--- src/rtl/mmu_arbiter.sv ---
// Arbitrates the single mmu master port between instruction fetch (read-only word) and
// data load/store. The winning request is registered onto mmu_*, and stuck accesses time out.
module mmu_arbiter #(
  parameter int unsigned TIMEOUT_CYCLES = 255,
  parameter int unsigned TIMEOUT_W      = 8,
  parameter bit          FAIRNESS       = 1'b1
) (
  input  logic        clk,
  input  logic        reset,
  input  logic        if_req,
  input  logic [31:0] if_address,
  output logic [31:0] if_data_out,
  output logic        if_ready,
  output logic        if_error,
  input  logic        d_req_read,
  input  logic        d_req_write,
  input  logic        d_signed,
  input  logic [1:0]  d_width,
  input  logic [31:0] d_address,
  input  logic [31:0] d_data_in,
  output logic [31:0] d_data_out,
  output logic        d_ready,
  output logic        d_error,
  output logic        mmu_read_enable,
  output logic        mmu_write_enable,
  output logic        mmu_signed_read,
  output logic [1:0]  mmu_data_width,
  output logic [31:0] mmu_address,
  output logic [31:0] mmu_data_in,
  input  logic [31:0] mmu_data_out,
  input  logic        mmu_ready,
  output logic        busy,
  output logic        owner
);

  // Word access encoding of the mmu data-width field.
  localparam logic [1:0]           WIDTH_WORD = 2'd2;
  localparam logic [TIMEOUT_W-1:0] CNT_LAST   = TIMEOUT_W'(TIMEOUT_CYCLES - 1);

  typedef enum logic [1:0] {
    ST_IDLE,
    ST_ACCESS,
    ST_RELEASE
  } state_t;

  state_t               r_state;
  state_t               w_state_nxt;
  logic                 r_last_owner;
  logic [TIMEOUT_W-1:0] r_cnt;
  logic                 w_d_any;
  logic                 w_grant;
  logic                 w_grant_d;
  logic                 w_done;
  logic                 w_timeout;

  assign w_d_any = d_req_read | d_req_write;
  assign busy    = (r_state != ST_IDLE);

  always_ff @(posedge clk or posedge reset) begin
    if (reset) r_state <= ST_IDLE;
    else       r_state <= w_state_nxt;
  end

  always_comb begin
    w_state_nxt = r_state;
    w_grant     = 1'b0;
    w_grant_d   = 1'b0;
    w_done      = 1'b0;
    w_timeout   = 1'b0;
    unique case (r_state)
      ST_IDLE: begin
        if (if_req || w_d_any) begin
          w_grant     = 1'b1;
          // On a tie D wins unless round-robin says D was served last.
          w_grant_d   = w_d_any && (!if_req || !FAIRNESS || !r_last_owner);
          w_state_nxt = ST_ACCESS;
        end
      end
      ST_ACCESS: begin
        if (mmu_ready) begin
          w_done      = 1'b1;
          w_state_nxt = ST_RELEASE;
        end else if (r_cnt == CNT_LAST) begin
          w_timeout   = 1'b1;
          w_state_nxt = ST_RELEASE;
        end
      end
      ST_RELEASE: w_state_nxt = ST_IDLE;
      default:    w_state_nxt = ST_IDLE;
    endcase
  end

  always_ff @(posedge clk or posedge reset) begin
    if (reset) begin
      r_last_owner     <= 1'b0;
      r_cnt            <= '0;
      owner            <= 1'b0;
      mmu_read_enable  <= 1'b0;
      mmu_write_enable <= 1'b0;
      mmu_signed_read  <= 1'b0;
      mmu_data_width   <= '0;
      mmu_address      <= '0;
      mmu_data_in      <= '0;
      if_data_out      <= '0;
      d_data_out       <= '0;
      if_ready         <= 1'b0;
      if_error         <= 1'b0;
      d_ready          <= 1'b0;
      d_error          <= 1'b0;
    end else begin
      if_ready <= 1'b0;
      if_error <= 1'b0;
      d_ready  <= 1'b0;
      d_error  <= 1'b0;

      if (w_grant) begin
        owner        <= w_grant_d;
        r_last_owner <= w_grant_d;
        r_cnt        <= '0;
        if (w_grant_d) begin
          mmu_read_enable  <= ~d_req_write;
          mmu_write_enable <= d_req_write;
          mmu_signed_read  <= d_signed;
          mmu_data_width   <= d_width;
          mmu_address      <= d_address;
          mmu_data_in      <= d_data_in;
        end else begin
          mmu_read_enable  <= 1'b1;
          mmu_write_enable <= 1'b0;
          mmu_signed_read  <= 1'b0;
          mmu_data_width   <= WIDTH_WORD;
          mmu_address      <= if_address;
          mmu_data_in      <= '0;
        end
      end

      if (r_state == ST_ACCESS && !w_done && !w_timeout) begin
        r_cnt <= r_cnt + TIMEOUT_W'(1);
      end

      if (w_done) begin
        mmu_read_enable  <= 1'b0;
        mmu_write_enable <= 1'b0;
        if (owner) begin
          d_ready <= 1'b1;
          if (mmu_read_enable) d_data_out <= mmu_data_out;
        end else begin
          if_ready    <= 1'b1;
          if_data_out <= mmu_data_out;
        end
      end

      if (w_timeout) begin
        mmu_read_enable  <= 1'b0;
        mmu_write_enable <= 1'b0;
        if (owner) d_error  <= 1'b1;
        else       if_error <= 1'b1;
      end
    end
  end

endmodule
--- config.mk ---
export PLATFORM = sky130hd
export DESIGN_NAME = mmu_arbiter
export DESIGN_NICKNAME = d
export VERILOG_FILES = /design/src/rtl/mmu_arbiter.sv
export SDC_FILE = /design/constraint.sdc
export NUM_CORES = 1
export LEC_CHECK = 0
export BUFFER_PORTS_ARGS = -buffer_cell sky130_fd_sc_hd__buf_4
export CORE_MARGIN = 2
export CORE_UTILIZATION = 50
export DETAILED_ROUTE_END_ITERATION = 10
export GPL_TIMING_DRIVEN = 0
export PLACE_DENSITY = 0.9
export SETUP_SLACK_MARGIN = 0.15
export SLEW_MARGIN = 20
export SYNTH_ARGS = -nofsm -noshare
export SYNTH_HDL_FRONTEND = slang
export SYNTH_SLANG_ARGS = --single-unit
--- constraint.sdc ---
create_clock -name clk -period 12.5 [get_ports clk]
set_input_delay 2.5 -clock clk [delete_from_list [all_inputs] [get_ports clk]]
set_output_delay 2.5 -clock clk [all_outputs]
set_load 0.01 [all_outputs]
==> results of run 1 <==
==> layout by cell type, fill, tap and decap left out, drive strengths merged, types with 3 or more instances in the layout <==
| cell type | netlist | routed |
|---|---|---|
| o21ai | 39 | 39 |
| nor2 | 7 | 7 |
| nand3 | 7 | 7 |
| clkbuf | 3 | 23 |
| nor3 | 3 | 3 |
| inv | 4 | 4 |
| nand2 | 41 | 41 |
| mux2 | 66 | 66 |
| bufinv | 0 | 5 |
| a22o | 34 | 34 |
| buf | 24 | 300 |
| mux2i | 33 | 33 |
| a21oi | 4 | 4 |
| or3 | 3 | 3 |
| dfrtp | 148 | 148 |
==> final cells by class <==
| type | count | share of cell area |
|---|---|---|
| flip-flops and latches | 148 | 0.4200 |
| well taps | 143 | 0.02029 |
| clock inverters | 9 | 0.02029 |
| clock buffers | 20 | 0.05180 |
| plain buffers | 27 | 0.02029 |
| multi-input cells | 255 | 0.2275 |
| repair buffers | 276 | 0.2373 |
| inverters | 4 | 0.002554 |
==> routing by layer <==
layer / vias up / global-route usage / share of wire / wire [µm]
met5: - / 0 / 0 / 0
met4: 0 / 0.1016 / 0.023 / 391
met3: 29 / 0.06857 / 0.070 / 1181
met2: 218 / 0.4894 / 0.54 / 9175
met1: 2339 / 0.3026 / 0.37 / 6183
li1: 2134 / - / - / -
==> path summary, 6_finish.rpt <==
path / cells past startpoint / start / slack [ps] / endpoint
worst max-delay path: 2 / r_state[0] / 8750 / busy
worst min-delay path: 1 / if_data_out[15] / 490 / if_data_out[15]
worst max register to register: 6 / r_last_owner / 10610 / mmu_address[8]
worst min register to register: 1 / if_data_out[15] / 490 / if_data_out[15]
max in group asynchronous: 3 / reset / 9630 / mmu_signed_read
min in group asynchronous: 2 / reset / 2110 / mmu_data_in[16]
==> cell families after synthesis <==
group                      after synthesis
and+or+nand+nor                         68
buffers and inverters                   31
DFF                                    148
AOI/OAI and AO/OA                       85
xor gates and xnor gates                 1
muxes                                   99
adders and majority gates                2
==> cells in the mapped netlist (all sizes together), types with 3 or more instances <==
cell type / number / area share
a21oi: 4 / 0.0034
a22o: 34 / 0.050
buf: 24 / 0.028
clkbuf: 3 / 0.0019
dfrtp: 148 / 0.63
inv: 4 / 0.0025
mux2: 66 / 0.13
mux2i: 33 / 0.056
nand2: 41 / 0.026
nand3: 7 / 0.0059
nor2: 7 / 0.0049
nor3: 3 / 0.0025
o21ai: 39 / 0.035
or3: 3 / 0.0032
==> power by group through the flow <==
stage,combinational [mW],clock (mW),sequential [mW]
floorplan,0.370,0,0.909
global placement,0.920,0,0.818
detailed placement,0.955,0,0.832
CTS,0.962,0.557,0.829
global route,1.02,0.577,0.855
finish,0.951,0.552,0.831
==> stage by stage <==
step	std cells	power (mW)	utilization	worst slack [ps]	hold slack, ps
floorplan	434	1.279	-	6020	494.6
global placement	852	1.738	0.7104	4667	469.0
detailed placement	853	1.787	0.7135	8553	477.5
CTS	882	2.347	0.7689	8749	490.7
global route	882	2.454	0.7689	8722	497.0
finish	882	2.334	0.7689	8752	488.5
==> sequential cells by signal, summed over array words and instances, names as in the netlist, 2 cells and up <==
signal and flops:
d_data_out 32, if_data_out 32, mmu_address 32, mmu_data_in 32, r_cnt 8, mmu_data_width 2, r_state 2
==> impl_metrics.toml, run 1 <==
[place]
detailed_place_hpwl_mm = 12.62
numPortBuffers = 275
gp_congestion = 0.8275
dpl-instance-area_mm2 = 0.008182

[layout]
drive_gt1_frac = 0.4601
final_area_mm2 = 0.008817
area_growth_pct = 49.36
multi_input_area_mm2 = 0.002006
antenna_cells = 0
num-fill-cells = 717
regArea_mm2 = 0.003704
nNetsFinal = 868

[global_routing]
grt_util_all_layers = 0.2689
antenna_found_initial = 0
grt_pass1_vias = 5134
grt_max_degree = 78
globalRoute.totalOverflow = 0
grt_pass1_wl_mm = 26.35

[logic_synthesis]
synth_compound_gate_area_share = 0.1003
syn_area_mm2 = 0.005903
ys_seq_area_frac = 0.6274
ys.flop_type = "dfrtp_1"
synthArstFlopShare = 1.000
synthMuxAreaShare = 0.1819
synth_top_family_by_area = "multiplexers"
synth_nets = 573
yosysUniqueCellTypes = 34
yosys_warnings = 0
synthAdderAreaFrac = 0.004239
avgSynthCellArea_um2 = 13.60
synthSimpleGateAreaFrac = 0.05193
synth-edff-count = 0
synth_xor_area_frac = 0.001484
yosys_register_bits = 148
synth_cells = 434

[clocking]
insertion_delay_ps = 410
path_clk_slew_ps = 60
htreeDepth = 4
cts_hold_buf = 0
cts_max_path_buffers = 2
post_cts_buffers = 0
cts_sinks = 148
cts_root_buf = "clkbuf_16"
cts.repair.resized = 0
cts_buffers = 17
tritoncts = "built"

[sta]
setup_violations = 0
fin_crit_ps = 3748
slew_viol_final = 0
fin_worst_skew_ps = 12.94
max_slew.worst_pin.slew_ps = 503.1
clock.fmax_mhz = 266.8
max_slew_margin = 0.6646
fin_crit_sh = 0.2998
tns_ps = 0
rsz0062_at_grt = "false"
hold_viol_final = 0

[pwr]
clkPwrFrac = 0.236
switching_share = 0.3349
p_sw_uw = 781.6
p_seq_frac = 0.356
pwr-share-comb = 0.407
vdd_drop_max_uv = 172.3
power.internal_mw = 1.552
p_per_area_mw_per_mm2 = 264.7
leakagePower_nw = 4.396

[setup_path]
crit_family = "flip-flops"
critPathMaxStageDelay_ps = 420
cp.arrival_ps = 1250
required_ps = 10000
cp-start-kind = "flip-flop"
path_cells = "or2_4 > buf_4"
critPathSlowestCell = "dfrtp_1"
critical_path_class = "reg -> out"
path_max_fanout = 4
end_kind = "primary output"
worst-path-buf-inv = 1

[worst_hold_path]
hold_class = "reg -> reg"

[detailed_routing]
drt_wl_total_mm = 16.93
drc = 0
firstDrtPassIters = 4
ant_nets = 0
vias = 4720
wl_per_cell_um = 19.20
viasPerCell = 5.351
drtIter0Drc = 311

[flow_run]
maxCapViolCount = 0

[outcome]
outcome = "finished clean"

[die]
die_y_um = 112.7
dieArea_mm2 = 0.01269
row_count = 39
io_pins = 276
chipWidth_um = 112.7
core_area_mm2 = 0.01147
start_util = 0.5148
Note: power is estimated with default switching activity, not from simulation.
==> inputs of run 2 (changes only) <==
--- a/config.mk
+++ b/config.mk
@@ -5,12 +5,13 @@
 export SDC_FILE = /design/constraint.sdc
 export NUM_CORES = 1
 export LEC_CHECK = 0
+export ABC_AREA = 1
 export BUFFER_PORTS_ARGS = -buffer_cell sky130_fd_sc_hd__buf_4
 export CORE_MARGIN = 2
-export CORE_UTILIZATION = 50
+export CORE_UTILIZATION = 48
 export DETAILED_ROUTE_END_ITERATION = 10
 export GPL_TIMING_DRIVEN = 0
-export PLACE_DENSITY = 0.9
+export PLACE_DENSITY = 0.85
 export SETUP_SLACK_MARGIN = 0.15
 export SLEW_MARGIN = 20
 export SYNTH_ARGS = -nofsm -noshare
==> constraint.sdc (replaced) <==
create_clock -name clk -period 3.8 [get_ports clk]
set_input_delay 0.76 -clock clk [delete_from_list [all_inputs] [get_ports clk]]
set_output_delay 0.76 -clock clk [all_outputs]
set_load 0.01 [all_outputs]
==> run 2 against run 1 <==
Via count rose by 31%. Critical endpoint unchanged. Synthesized cell count rose by 78%. Utilization fell by 5.5 points. Hold slack got worse by 190 ps. Clock skew fell by 3.8 ps. Worst setup slack got worse by 6800 ps. Clock power rose to 2.8 times the previous value. Critical path depth rose by 1. Sequential cell count did not move. Routed wire length rose by 8.0%. Die area rose by 13%. Final cell count rose by 43%. Critical path type unchanged.
==> impl_metrics.toml, run 2 <==
[outcome]
outcome = "finished clean"

[detailed_routing]
top_layer = "met4"
drc = 0
vias = 6202
drtIter0Drc = 401
ant_nets = 0
viasPerCell = 4.926
wl_met3_mm = 1.676
wl_per_cell_um = 14.53
wl_met2_mm = 9.212
drt_wl_total_mm = 18.29
firstDrtPassIters = 5
detail_route.wirelength.met1_mm = 7.031

[layout]
final_cells = 1259
fin_util = 0.7139
drive_gt1_frac = 0.3158
antenna_cells = 0
final_cell_mix = "buf_4, nand2_1, dfrtp_1"
final_common_cell = "buf_4"
nNetsFinal = 1209
area_growth_pct = 45.87

[setup_path]
cp-start-kind = "flip-flop"
cp.arrival_ps = 1130
required_ps = 3040
crit_family = "flip-flops"
path_max_fanout = 3
worst-path-buf-inv = 2
end_kind = "primary output"
critPathMaxStageDelay_ps = 400
critical_path_class = "reg -> out"
critPathSlowestCell = "dfrtp_1"
path_cells = "inv_1 > nand2_1 > buf_4"

[logic_synthesis]
synth-edff-count = 0
ys_seq_area_frac = 0.5760
yosys.area.top_type = "dfrtp_1"
avgSynthCellArea_um2 = 8.340
synthArstFlopShare = 1.000
synth.top_cell.area_share = 0.5760
yosysUniqueCellTypes = 25
syn_area_mm2 = 0.006430
synth.most_common_cell = "nand2_1"
yosys_warnings = 0
yosys_register_bits = 148
ys.flop_type = "dfrtp_1"
synth_cells = 771
yosys-top-cells-area = "dfrtp_1, nand2_1, inv_1, o21ai_0, nand3_1"
synthTopCellsByCount = "nand2_1, dfrtp_1, inv_1"
synth_nets = 910

[clocking]
cts.repair.resized = 0
htreeDepth = 4
insertion_delay_ps = 420
cts_sinks = 148
cts_buffers = 17
post_cts_buffers = 0
tritoncts = "built"
cts_max_path_buffers = 2
cts_root_buf = "clkbuf_16"
path_clk_slew_ps = 60
cts_hold_buf = 0

[die]
io_pins = 276
chipWidth_um = 119.7
start_util = 0.4894
row_count = 42
core_area_mm2 = 0.01314
dieArea_mm2 = 0.01434
die_y_um = 119.7

[sta]
clock.fmax_mhz = 528.0
hold_viol_final = 0
fin_crit_ps = 1894
rsz0062_at_grt = "false"
fin_worst_skew_ps = 9.169
slew_viol_final = 0
max_slew_margin = 0.5501
setup_violations = 0
tns_ps = 0
fin_crit_sh = 0.4984
max_slew.worst_pin.slew_ps = 674.9

[global_routing]
globalRoute.totalOverflow = 0
antenna_found_initial = 0
grt_max_degree = 36
grt_util_all_layers = 0.2629
grt_pass1_wl_mm = 29.36
grt_pass1_vias = 6011

[worst_hold_path]
hold_class = "in -> async"

[pwr]
vdd_drop_max_uv = 478.6
p_per_area_mw_per_mm2 = 784.9
leakagePower_nw = 5.370

[place]
detailed_place_hpwl_mm = 13.95
gp_congestion = 0.8289
numPortBuffers = 275
placed_cells = 1227

[flow_run]
maxCapViolCount = 0
[run 2: cell count changes after synthesis, sizes merged, moves of 16 or more]
cell,delta
nand2,+191
inv,+143
mux2,-66
o21ai,+60
nand3,+41
a22o,-34
mux2i,-33
nand4,+31
clkbuf,+16
[run 2: logic make-up after synthesis]
family                     after synthesis  share of synthesized area
buffers and inverters                  188                     0.1164
AOI/OAI and AO/OA                      104                    0.08153
and+or+nand+nor                        326                     0.2181
xor gates and xnor gates                 3                   0.004087
DFF                                    148                     0.5760
adders and majority gates                2                   0.003891
[run 2: metrics by stage]
step	setup WS (ps)	total power, mW	area [µm²]	hold slack [ps]
2_1_floorplan	1179	4.156	6434	497.1
5_1_grt	1852	7.859	9379	291.1
6_report	1906	7.362	9379	297.6
4_1_cts	1883	7.414	9379	278.2
3_5_place_dp	1689	5.809	8818	468.2
3_3_place_gp	286.0	5.682	8718	464.1
[run 2: where the power goes]
group	leakage [nW]	internal [mW]	switching (mW)
logic	3.23	1.40	1.71
clock network	0.272	0.933	0.636
registers	1.87	2.26	0.423
total	5.37	4.60	2.77
[run 2: per-layer routing]
layer	vias up	track usage
met1	2893	0.3051
met2	296	0.4557
met5	-	0
met3	32	0.08317
met4	0	0.09853
li1	2981	-
[run 2: worst paths after layout]
kind / slack [ps] / from / cells past startpoint / endpoint
min in group clk: 480 / mmu_address[27] / 2 / mmu_address[27]
worst max-delay path: 1910 / r_state[1] / 3 / busy
max in group asynchronous: 2660 / reset / 5 / mmu_address[22]
worst max register to register: 2110 / r_last_owner / 6 / mmu_address[21]
worst min register to register: 480 / mmu_address[27] / 2 / mmu_address[27]
worst min-delay path: 300 / reset / 2 / d_data_out[26]
[run 2: layout make-up]
cell class	instances	area [µm²]
Timing Repair Buffer	280	2165
Buffer	40	192.7
Tap cell	176	220.2
Sequential cell	148	3704
Multi-Input combinational cell	435	1978
Inverter	148	559.3
Clock buffer	20	456.7
Clock inverter	12	103.9
Fill cell	990	3759
